`config.mk`:
```
export PLATFORM = sky130hd
export DESIGN_NAME = instr_encoder_flat
export DESIGN_NICKNAME = d
export VERILOG_FILES = /design/src/rtl/instr_encoder_if.sv /design/src/rtl/instr_encoder.sv /design/src/flat_wrapper.sv
export SDC_FILE = /design/constraint.sdc
export NUM_CORES = 1
export LEC_CHECK = 0
export ABC_AREA = 1
export CORE_MARGIN = 1.5
export CORE_UTILIZATION = 44
export CTS_CLUSTER_SIZE = 10
export DETAILED_ROUTE_END_ITERATION = 12
export DONT_BUFFER_PORTS = 1
export SLEW_MARGIN = 0
export SYNTH_ARGS = -nofsm -noshare
export SYNTH_HDL_FRONTEND = slang
export SYNTH_SLANG_ARGS = --single-unit
```
`constraint.sdc`:
```
create_clock -name clk -period 4 [get_ports clk]
set_input_delay 1.2 -clock clk [delete_from_list [all_inputs] [get_ports clk]]
set_output_delay 1.2 -clock clk [all_outputs]
set_load 0.02 [all_outputs]
```
`src/rtl/instr_encoder_if.sv`:
```
// Request/response bundle for the RV32 instruction encoder.
// Request side carries unpacked fields; response side carries the packed word.
interface instr_encoder_if #(
    parameter int unsigned WIDTH     = 32,
    parameter int unsigned REG_WIDTH = 5
);
    logic                 in_valid;
    logic                 in_ready;
    logic [6:0]           opcode;
    logic [2:0]           funct3;
    logic [6:0]           funct7;
    logic [REG_WIDTH-1:0] rd;
    logic [REG_WIDTH-1:0] rs1;
    logic [REG_WIDTH-1:0] rs2;
    logic [WIDTH-1:0]     imm;
    logic                 out_valid;
    logic                 out_ready;
    logic [WIDTH-1:0]     out_inst;
    logic [WIDTH-1:0]     out_addr;
    logic [1:0]           out_err;

    // Producer of instruction fields and consumer of encoded words.
    modport master (
        output in_valid, opcode, funct3, funct7, rd, rs1, rs2, imm, out_ready,
        input  in_ready, out_valid, out_inst, out_addr, out_err
    );

    // Encoder side.
    modport slave (
        input  in_valid, opcode, funct3, funct7, rd, rs1, rs2, imm, out_ready,
        output in_ready, out_valid, out_inst, out_addr, out_err
    );
endinterface

```
`src/rtl/instr_encoder.sv`:
```
// Two-stage pipelined RV32 instruction encoder (inverse of the decoder).
// S1 registers the fields and their format class; S2 packs the word and
// flags errors; out_addr counts bytes of delivered words.
// Optional macro INSTR_ENCODER_IMM_CHECK_EN enables immediate range checking;
// without it out_err[0] stays 0 and immediates are truncated to the packed bits.
module instr_encoder #(
    parameter int unsigned     WIDTH     = 32,
    parameter int unsigned     REG_WIDTH = 5,
    parameter logic [WIDTH-1:0] BASE_ADDR = '0
) (
    input  logic             clk,
    input  logic             reset,
    input  logic             clear,
    instr_encoder_if.slave   bus
);
    localparam logic [31:0] NOP = 32'h0000_0013;

    typedef enum logic [2:0] {
        FMT_R, FMT_I, FMT_S, FMT_B, FMT_U, FMT_J, FMT_X
    } fmt_e;

    fmt_e                 w_fmt;
    logic                 w_s2_ready;
    logic                 w_in_ready;
    logic                 w_is_shift;
    logic                 w_imm_bad;
    logic [31:0]          w_inst;
    logic [1:0]           w_err;

    logic                 r_s1_valid;
    fmt_e                 r_s1_fmt;
    logic [6:0]           r_s1_op;
    logic [2:0]           r_s1_f3;
    logic [6:0]           r_s1_f7;
    logic [REG_WIDTH-1:0] r_s1_rd;
    logic [REG_WIDTH-1:0] r_s1_rs1;
    logic [REG_WIDTH-1:0] r_s1_rs2;
    logic [WIDTH-1:0]     r_s1_imm;

    logic                 r_out_valid;
    logic [WIDTH-1:0]     r_out_inst;
    logic [WIDTH-1:0]     r_out_addr;
    logic [1:0]           r_out_err;

    assign w_s2_ready    = !r_out_valid || bus.out_ready;
    assign w_in_ready    = !clear && (!r_s1_valid || w_s2_ready);
    assign bus.in_ready  = w_in_ready;
    assign bus.out_valid = r_out_valid;
    assign bus.out_inst  = r_out_inst;
    assign bus.out_addr  = r_out_addr;
    assign bus.out_err   = r_out_err;

    // Shift-immediates carry funct7 in the upper immediate bits.
    assign w_is_shift = (r_s1_op == 7'b0010011) &&
                        ((r_s1_f3 == 3'b001) || (r_s1_f3 == 3'b101));

    // Format class from the major opcode bits.
    always_comb begin
        w_fmt = FMT_X;
        case (bus.opcode[6:2])
            5'b01101, 5'b00101:                            w_fmt = FMT_U;
            5'b00001, 5'b11001, 5'b00000, 5'b00100, 5'b00110: w_fmt = FMT_I;
            5'b01011, 5'b01100, 5'b01110, 5'b10100:        w_fmt = FMT_R;
            5'b01001, 5'b01000:                            w_fmt = FMT_S;
            5'b11000:                                      w_fmt = FMT_B;
            5'b11011:                                      w_fmt = FMT_J;
            default:                                       w_fmt = FMT_X;
        endcase
    end

`ifdef INSTR_ENCODER_IMM_CHECK_EN
    // Immediate must be representable by the format's sign-extended field.
    always_comb begin
        w_imm_bad = 1'b0;
        case (r_s1_fmt)
            FMT_I: w_imm_bad = w_is_shift ? (|r_s1_imm[31:5])
                             : !((&r_s1_imm[31:11]) || !(|r_s1_imm[31:11]));
            FMT_S: w_imm_bad = !((&r_s1_imm[31:11]) || !(|r_s1_imm[31:11]));
            FMT_B: w_imm_bad = r_s1_imm[0] ||
                               !((&r_s1_imm[31:12]) || !(|r_s1_imm[31:12]));
            FMT_J: w_imm_bad = r_s1_imm[0] ||
                               !((&r_s1_imm[31:20]) || !(|r_s1_imm[31:20]));
            FMT_U: w_imm_bad = |r_s1_imm[11:0];
            default: w_imm_bad = 1'b0;
        endcase
    end
`else
    assign w_imm_bad = 1'b0;
`endif

    // Pack S1 fields into the instruction word; errors substitute a NOP.
    always_comb begin
        w_inst = NOP;
        w_err  = 2'b00;
        case (r_s1_fmt)
            FMT_R: w_inst = 32'({r_s1_f7, r_s1_rs2, r_s1_rs1, r_s1_f3, r_s1_rd, r_s1_op});
            FMT_I: begin
                if (w_is_shift)
                    w_inst = 32'({r_s1_f7, r_s1_imm[4:0], r_s1_rs1, r_s1_f3, r_s1_rd, r_s1_op});
                else
                    w_inst = 32'({r_s1_imm[11:0], r_s1_rs1, r_s1_f3, r_s1_rd, r_s1_op});
            end
            FMT_S: w_inst = 32'({r_s1_imm[11:5], r_s1_rs2, r_s1_rs1, r_s1_f3,
                                 r_s1_imm[4:0], r_s1_op});
            FMT_B: w_inst = 32'({r_s1_imm[12], r_s1_imm[10:5], r_s1_rs2, r_s1_rs1,
                                 r_s1_f3, r_s1_imm[4:1], r_s1_imm[11], r_s1_op});
            FMT_U: w_inst = 32'({r_s1_imm[31:12], r_s1_rd, r_s1_op});
            FMT_J: w_inst = 32'({r_s1_imm[20], r_s1_imm[10:1], r_s1_imm[11],
                                 r_s1_imm[19:12], r_s1_rd, r_s1_op});
            default: w_err[1] = 1'b1;
        endcase
        if (r_s1_fmt != FMT_X) w_err[0] = w_imm_bad;
        if (w_err != 2'b00) w_inst = NOP;
    end

    // Pipeline registers, output register and address counter.
    always_ff @(posedge clk or negedge reset) begin
        if (!reset) begin
            r_s1_valid  <= 1'b0;
            r_s1_fmt    <= FMT_X;
            r_s1_op     <= '0;
            r_s1_f3     <= '0;
            r_s1_f7     <= '0;
            r_s1_rd     <= '0;
            r_s1_rs1    <= '0;
            r_s1_rs2    <= '0;
            r_s1_imm    <= '0;
            r_out_valid <= 1'b0;
            r_out_inst  <= '0;
            r_out_err   <= '0;
            r_out_addr  <= BASE_ADDR;
        end else if (clear) begin
            r_s1_valid  <= 1'b0;
            r_out_valid <= 1'b0;
            r_out_addr  <= BASE_ADDR;
        end else begin
            if (r_out_valid && bus.out_ready)
                r_out_addr <= r_out_addr + WIDTH'(4);
            if (w_s2_ready) begin
                r_out_valid <= r_s1_valid;
                if (r_s1_valid) begin
                    r_out_inst <= WIDTH'(w_inst);
                    r_out_err  <= w_err;
                end
            end
            if (w_in_ready) begin
                r_s1_valid <= bus.in_valid;
                if (bus.in_valid) begin
                    r_s1_fmt <= w_fmt;
                    r_s1_op  <= bus.opcode;
                    r_s1_f3  <= bus.funct3;
                    r_s1_f7  <= bus.funct7;
                    r_s1_rd  <= bus.rd;
                    r_s1_rs1 <= bus.rs1;
                    r_s1_rs2 <= bus.rs2;
                    r_s1_imm <= bus.imm;
                end
            end
        end
    end
endmodule
```
`src/flat_wrapper.sv`:
```
// flat-port wrapper written by rule: the top's interface ports become plain ports
module instr_encoder_flat 
#(
    parameter int unsigned     WIDTH     = 32,
    parameter int unsigned     REG_WIDTH = 5,
    parameter logic [WIDTH-1:0] BASE_ADDR = '0
)
  (clk, reset, clear, bus_in_valid, bus_opcode, bus_funct3, bus_funct7, bus_rd, bus_rs1, bus_rs2, bus_imm, bus_out_ready, bus_in_ready, bus_out_valid, bus_out_inst, bus_out_addr, bus_out_err);
  instr_encoder_if #(.WIDTH(WIDTH), .REG_WIDTH(REG_WIDTH)) bus_i ();
  input  logic clk;
  input  logic reset;
  input  logic clear;
  input wire logic [$bits(bus_i.in_valid)-1:0] bus_in_valid;
  input wire logic [$bits(bus_i.opcode)-1:0] bus_opcode;
  input wire logic [$bits(bus_i.funct3)-1:0] bus_funct3;
  input wire logic [$bits(bus_i.funct7)-1:0] bus_funct7;
  input wire logic [$bits(bus_i.rd)-1:0] bus_rd;
  input wire logic [$bits(bus_i.rs1)-1:0] bus_rs1;
  input wire logic [$bits(bus_i.rs2)-1:0] bus_rs2;
  input wire logic [$bits(bus_i.imm)-1:0] bus_imm;
  input wire logic [$bits(bus_i.out_ready)-1:0] bus_out_ready;
  output wire logic [$bits(bus_i.in_ready)-1:0] bus_in_ready;
  output wire logic [$bits(bus_i.out_valid)-1:0] bus_out_valid;
  output wire logic [$bits(bus_i.out_inst)-1:0] bus_out_inst;
  output wire logic [$bits(bus_i.out_addr)-1:0] bus_out_addr;
  output wire logic [$bits(bus_i.out_err)-1:0] bus_out_err;
  assign bus_i.in_valid = bus_in_valid;
  assign bus_i.opcode = bus_opcode;
  assign bus_i.funct3 = bus_funct3;
  assign bus_i.funct7 = bus_funct7;
  assign bus_i.rd = bus_rd;
  assign bus_i.rs1 = bus_rs1;
  assign bus_i.rs2 = bus_rs2;
  assign bus_i.imm = bus_imm;
  assign bus_i.out_ready = bus_out_ready;
  assign bus_in_ready = bus_i.in_ready;
  assign bus_out_valid = bus_i.out_valid;
  assign bus_out_inst = bus_i.out_inst;
  assign bus_out_addr = bus_i.out_addr;
  assign bus_out_err = bus_i.out_err;
  instr_encoder #(.WIDTH(WIDTH), .REG_WIDTH(REG_WIDTH), .BASE_ADDR(BASE_ADDR)) u_core (.clk(clk), .reset(reset), .clear(clear), .bus(bus_i));
endmodule
```
==> results.py, run 1 <==
metrics = {
    "logic_synthesis": {
        "ys_ff_latch": 132,
        "yosysUniqueCellTypes": 35,
        "ys_warn_count": 0,
        "synth-seq-area-share_pct": 52.8,
        "netlist_instances": 808,
        "syn_area_sq_mm": 0.00626,
        "syn_area_per_cell_sq_um": 7.75,
    },
    "cts": {
        "cts-root-buf": "clkbuf_16",
        "numCtsBuffers": 17,
        "post_cts_resized": 0,
        "cts_htree_levels": 4,
        "path_clk_slew_ns": 0.06,
        "clk_latency_ns": 0.42,
        "cts_setup_buffers": 0,
        "clock_path_buffers": 2,
        "tritoncts": "built",
        "hold_buffers": 0,
        "cts_sinks": 132,
    },
    "route": {
        "drt_drc_violations_left": 0,
        "dr_total_vias": 5106,
        "first_pass_iters": 5,
        "drtAntennaViolNets": 0,
        "wl_per_cell_microns": 15.5,
        "drt-total-wl_microns": 15400,
        "via_per_inst": 5.13,
        "drt_first_iter_violations": 373,
    },
    "die": {
        "io_pins": 137,
        "rows": 43,
        "die_h_microns": 122,
        "core_sq_mm": 0.0139,
        "fp.dieW_microns": 122,
        "die-area_sq_mm": 0.0150,
        "initial_core_util_pct": 45.1,
    },
    "global_routing": {
        "grt_pass1_vias": 5060,
        "grt_pass1_wl_microns": 25600,
        "grt.overflow.total": 0,
        "grt_start_max_net_pins": 133,
        "grt_usage_pct": 22.2,
        "antenna_found_initial": 1,
    },
    "timing": {
        "slew-limit-headroom_pct": 57.1,
        "rsz0062_at_grt": "false",
        "maxSlewViolCount": 0,
        "timing.final.crit_share_pct": 75.5,
        "tns_ns": 0,
        "clock_skew_ns": 0.00454,
        "fmax_ghz": 0.331,
        "min_period_ns": 3.02,
        "finalHoldViolCount": 0,
        "worstMarginPinSlew_ns": 0.642,
        "setup_viol": 0,
    },
    "setup_path": {
        "start_kind": "primary input",
        "path_cells": "inv_2, nand2_1, inv_1",
        "slowest_stage": "inv_2",
        "cp.depth": 3,
        "worstPathRequired_ns": 2.80,
        "crit_path_end": "bus_in_ready",
        "max_stage_delay_ns": 0.34,
        "r2r-end": "u_core.r_s1_f7[5]",
        "critPathMaxFanout": 29,
        "r2r_start": "u_core.bus.out_valid",
        "cp_num_buf_inv": 2,
        "criticalPathCategory": "primary input to output port",
        "timing.critical_path.max_delay_family": "buffers and inverters",
        "reg2reg_slack_ns": 1.94,
        "critPathLaunch": "clear",
        "arrival_ns": 1.82,
        "end_kind": "output port",
        "reg2regPathDepth": 8,
    },
    "power_and_ir_drop": {
        "ir_worst_vdd_uv": 307,
        "p_per_area_mw_per_mm2": 546,
        "leakage_nw": 3.36,
        "p_total_mw": 3.82,
    },
    "status": {
        "outcome": "complete, no violations",
    },
    "final_layout": {
        "antennaDiodeCount": 0,
        "final_cell_mix": "319 x nand2_1, 130 x dfrtp_1, 69 x o21ai_0",
        "drive_gt1_share_pct": 7.36,
        "nNetsFinal": 872,
        "area_growth_pct": 11.9,
        "final_common_cell": "nand2_1",
    },
    "hold_path": {
        "min_path_type": "primary input to asynchronous set/reset pin",
    },
    "run": {
        "cap_violations": 0,
    },
    "placement": {
        "gp_congestion": 0.846,
        "dp.final_hpwl_microns": 10700,
        "numPortBuffers": 0,
    },
}
-- sequential cells by signal (all words and copies together), names as in the netlist, 5 cells and up --
name	count
u_core.r_s1_op	7
u_core.r_s1_rd	5
u_core.r_s1_rs1	5
u_core.bus.out_addr	30
u_core.r_s1_f7	7
u_core.r_s1_imm	32
u_core.r_s1_rs2	5
u_core.bus.out_inst	32
-- worst min-delay path by stage --
stage / start / endpoint / slack [ns] / depth (start not counted)
2_1_floorplan: u_core.r_s1_imm[13] / u_core.r_s1_imm[13] / 0.44 / 2
3_3_place_gp: u_core.r_s1_imm[18] / u_core.r_s1_imm[18] / 0.46 / 2
3_5_place_dp: u_core.r_s1_imm[17] / u_core.r_s1_imm[17] / 0.46 / 2
4_1_cts: reset / u_core.r_s1_op[3] / 0.46 / 0
5_1_grt: reset / u_core.bus.out_inst[3] / 0.45 / 0
6_report: reset / u_core.r_s1_op[3] / 0.48 / 0
-- where the power goes --
part	internal, mW	switching, mW
Clock	1.11	0.582
Combinational	0.133	0.233
Sequential	1.52	0.249
-- cell type report --
type,instances,area (sq um)
Tap cell,180,225
Clock inverter,13,208
Sequential cell,132,3310
Fill cell,1366,6870
Timing Repair Buffer,4,30.0
Multi-Input combinational cell,574,2530
Clock buffer,19,433
Inverter,73,274
-- through the flow --
stage               area, sq um  instances  utilization, %  setup slack [ns]  hold WS [ns]
finish                     7010        995            50.5             0.982         0.479
global route               7010        995            50.5             0.926         0.452
global placement           6370        963            45.9             0.963         0.459
CTS                        7010        995            50.5             0.968         0.456
detailed placement         6370        963            45.9             0.965         0.460
floorplan                  6270        810               -             0.938         0.444
-- routing by layer --
layer	GRT usage [%]	up-vias	wire length (microns)
li1	-	2539	-
met5	0	-	0
met2	35.3	165	7260
met1	28.4	2381	6750
met3	7.16	21	1140
met4	8.50	0	282
-- Yosys cell counts, drive strengths merged --
master   count  area (sq um)
nor2        76           348
nor3b        2          15.0
inv         72           270
a31oi        2          12.5
conb         1          3.75
dfstp        2          52.6
nor4         1          6.26
o2111ai      2          17.5
nand2      328          1260
o31ai        4          30.0
buf         14          88.8
dfrtp      130          3250
o22a         1          8.76
nor3         6          30.0
nand4        6          37.5
ha           1          12.5
o21ai       70           350
clkinv       1          3.75
a22o         1          8.76
a21oi       21           105
o21bai       1          7.51
clkbuf      17          73.8
o22ai        3          18.8
nand3       46           248
-- cell families (layout without fill, tap and decap cells) --
kind of cell | Yosys count | count (layout) | synth area share [%]
compound gates | 105 | 105 | 8.93
fa+ha+maj | 1 | 1 | 0.200
buf+inv | 104 | 109 | 6.97
flops | 132 | 132 | 52.8
simple gates | 465 | 465 | 31.1
other cells | 1 | 3 | 0.0599
No activity file was read; power rests on OpenSTA's default activity.
==> inputs of run 2 (changes only) <==
- clock period: 4 -> 2.8 ns (I/O delays scaled with it)
==> run 2 against run 1 <==
Effect of this change: global-route usage rose by 0.15 points; register-to-register slack worse by 1.0 ns; utilization down 0.41 points; sequential power up 44%; largest power group unchanged.
==> results.py, run 2 (synthesis results as in run 1) <==
metrics = {
    "timing": {
        "rsz0062_at_grt": "false",
        "maxSlewViolCount": 0,
        "min_period_ns": 2.31,
        "worstMarginPinSlew_ns": 0.562,
        "slew-limit-headroom_pct": 62.6,
        "clock_skew_ns": 0.00638,
        "finalHoldViolCount": 0,
        "timing.final.crit_share_pct": 82.5,
        "fin_ws_ns": 0.489,
        "fmax_ghz": 0.433,
        "setup_viol": 0,
        "tns_ns": 0,
    },
    "cts": {
        "tritoncts": "built",
        "cts-root-buf": "clkbuf_16",
        "cts_sinks": 132,
        "clk_latency_ns": 0.42,
        "path_clk_slew_ns": 0.06,
        "cts_setup_buffers": 0,
        "hold_buffers": 0,
        "post_cts_resized": 0,
        "clock_path_buffers": 2,
        "cts_htree_levels": 4,
        "numCtsBuffers": 17,
    },
    "route": {
        "met3WireLength_microns": 1240,
        "via_per_inst": 5.14,
        "drt_first_iter_violations": 323,
        "top_layer_used": "met4",
        "met1_length_microns": 7010,
        "drt_drc_violations_left": 0,
        "drt-total-wl_microns": 15600,
        "wl_per_cell_microns": 15.7,
        "dr_total_vias": 5117,
        "first_pass_iters": 5,
        "routed-wl-met2_microns": 7060,
        "drtAntennaViolNets": 0,
    },
    "die": {
        "initial_core_util_pct": 45.1,
        "rows": 43,
        "io_pins": 137,
        "fp.dieW_microns": 122,
        "core_sq_mm": 0.0139,
        "die_h_microns": 122,
        "die-area_sq_mm": 0.0150,
    },
    "setup_path": {
        "cp.depth": 5,
        "slowest_stage": "dfrtp_1",
        "reg2regPathDepth": 8,
        "critPathLaunch": "u_core.bus.out_valid",
        "r2r_start": "u_core.bus.out_valid",
        "path_cells": "inv_1, nor2_1, nand2_1, nand2_1, inv_1",
        "worstPathRequired_ns": 1.96,
        "timing.critical_path.max_delay_family": "flip-flops",
        "start_kind": "flip-flop",
        "end_kind": "output port",
        "critPathMaxFanout": 3,
        "arrival_ns": 1.47,
        "criticalPathCategory": "flip-flop to output port",
        "max_stage_delay_ns": 0.53,
        "cp_num_buf_inv": 2,
    },
    "final_layout": {
        "area_growth_pct": 10.9,
        "antennaDiodeCount": 0,
        "final_cell_mix": "319 x nand2_1, 130 x dfrtp_1, 69 x o21ai_0",
        "final_common_cell": "nand2_1",
        "fin_area_sq_mm": 0.00695,
        "drive_gt1_share_pct": 7.35,
        "fillers": 1357,
        "nNetsFinal": 874,
    },
    "global_routing": {
        "grt_usage_pct": 22.4,
        "antenna_found_initial": 0,
        "grt.overflow.total": 0,
        "grt_pass1_vias": 5148,
        "grt_start_max_net_pins": 133,
        "grt_pass1_wl_microns": 25800,
    },
    "placement": {
        "place_area_sq_mm": 0.00639,
        "dpl_worst_slack_ns": 0.640,
        "numPortBuffers": 0,
        "gp_congestion": 0.848,
        "dp.final_hpwl_microns": 11000,
    },
    "status": {
        "outcome": "complete, no violations",
    },
    "power_and_ir_drop": {
        "p_per_area_mw_per_mm2": 744,
        "ir_worst_vdd_uv": 454,
        "leakage_nw": 3.33,
    },
    "hold_path": {
        "min_path_type": "primary input to asynchronous set/reset pin",
    },
    "run": {
        "cap_violations": 0,
    },
}
-- run 2: changes by cell type in the layout (fill, tap and decap cells not counted) --
cell,delta
buf_12,+1
buf_4,+1
bufinv_16,-4
clkbuf_1,+1
clkbuf_8,+3
clkinv_4,-2
clkinvlp_4,+1
-- run 2: final cells by class --
type / instances / area (sq um) / share of cell area [%]
repair buffers: 6 / 57.6 / 0.828
inverters: 73 / 274 / 3.94
multi-input cells: 574 / 2530 / 36.4
clock inverters: 8 / 77.6 / 1.12
clock buffers: 23 / 478 / 6.88
well taps: 180 / 225 / 3.24
flip-flops and latches: 132 / 3310 / 47.6
-- run 2: power breakdown --
| part | total (mW) | leakage [nW] | switching, mW | internal, mW |
|---|---|---|---|---|
| clock network | 2.10 | 0.269 | 0.814 | 1.28 |
| registers | 2.54 | 1.69 | 0.369 | 2.17 |
| logic | 0.527 | 1.37 | 0.334 | 0.193 |
-- run 2: through the flow --
step / utilization [%] / hold WS (ns) / cells / power, mW
2_1_floorplan: - / 0.444 / 810 / 2.93
3_3_place_gp: 46.1 / 0.462 / 965 / 3.09
3_5_place_dp: 46.1 / 0.461 / 965 / 3.11
4_1_cts: 50.1 / 0.0907 / 996 / 5.22
5_1_grt: 50.1 / 0.0904 / 996 / 5.44
6_report: 50.1 / 0.119 / 996 / 5.17
-- run 2: worst reg2reg max path: cells and delay by family, from the launching register on --
family,cells,cell delay [ns]
AOI/OAI and AO/OA,1,0.20
and+or+nand+nor,3,0.58
DFF,1,0.53
buffers and inverters,4,0.46
-- run 2: path summary, 6_finish.rpt --
| kind | endpoint | slack [ns] |
|---|---|---|
| setup / recovery | bus_in_ready | 0.49 |
| hold / removal | u_core.r_s1_op[0] | 0.12 |
| setup reg to reg | u_core.bus.out_inst[6] | 0.93 |
| hold reg to reg | u_core.r_s1_imm[17] | 0.48 |
| max in group asynchronous | u_core.r_s1_fmt[2] | 2.43 |
| min in group clk | u_core.r_s1_imm[17] | 0.48 |
-- run 2: metal layers --
| metal | up-vias | GRT usage, % |
|---|---|---|
| met1 | 2390 | 28.6 |
| met3 | 27 | 7.71 |
| met4 | 0 | 8.94 |
| met2 | 177 | 34.9 |
| met5 | - | 0 |
| li1 | 2523 | - |
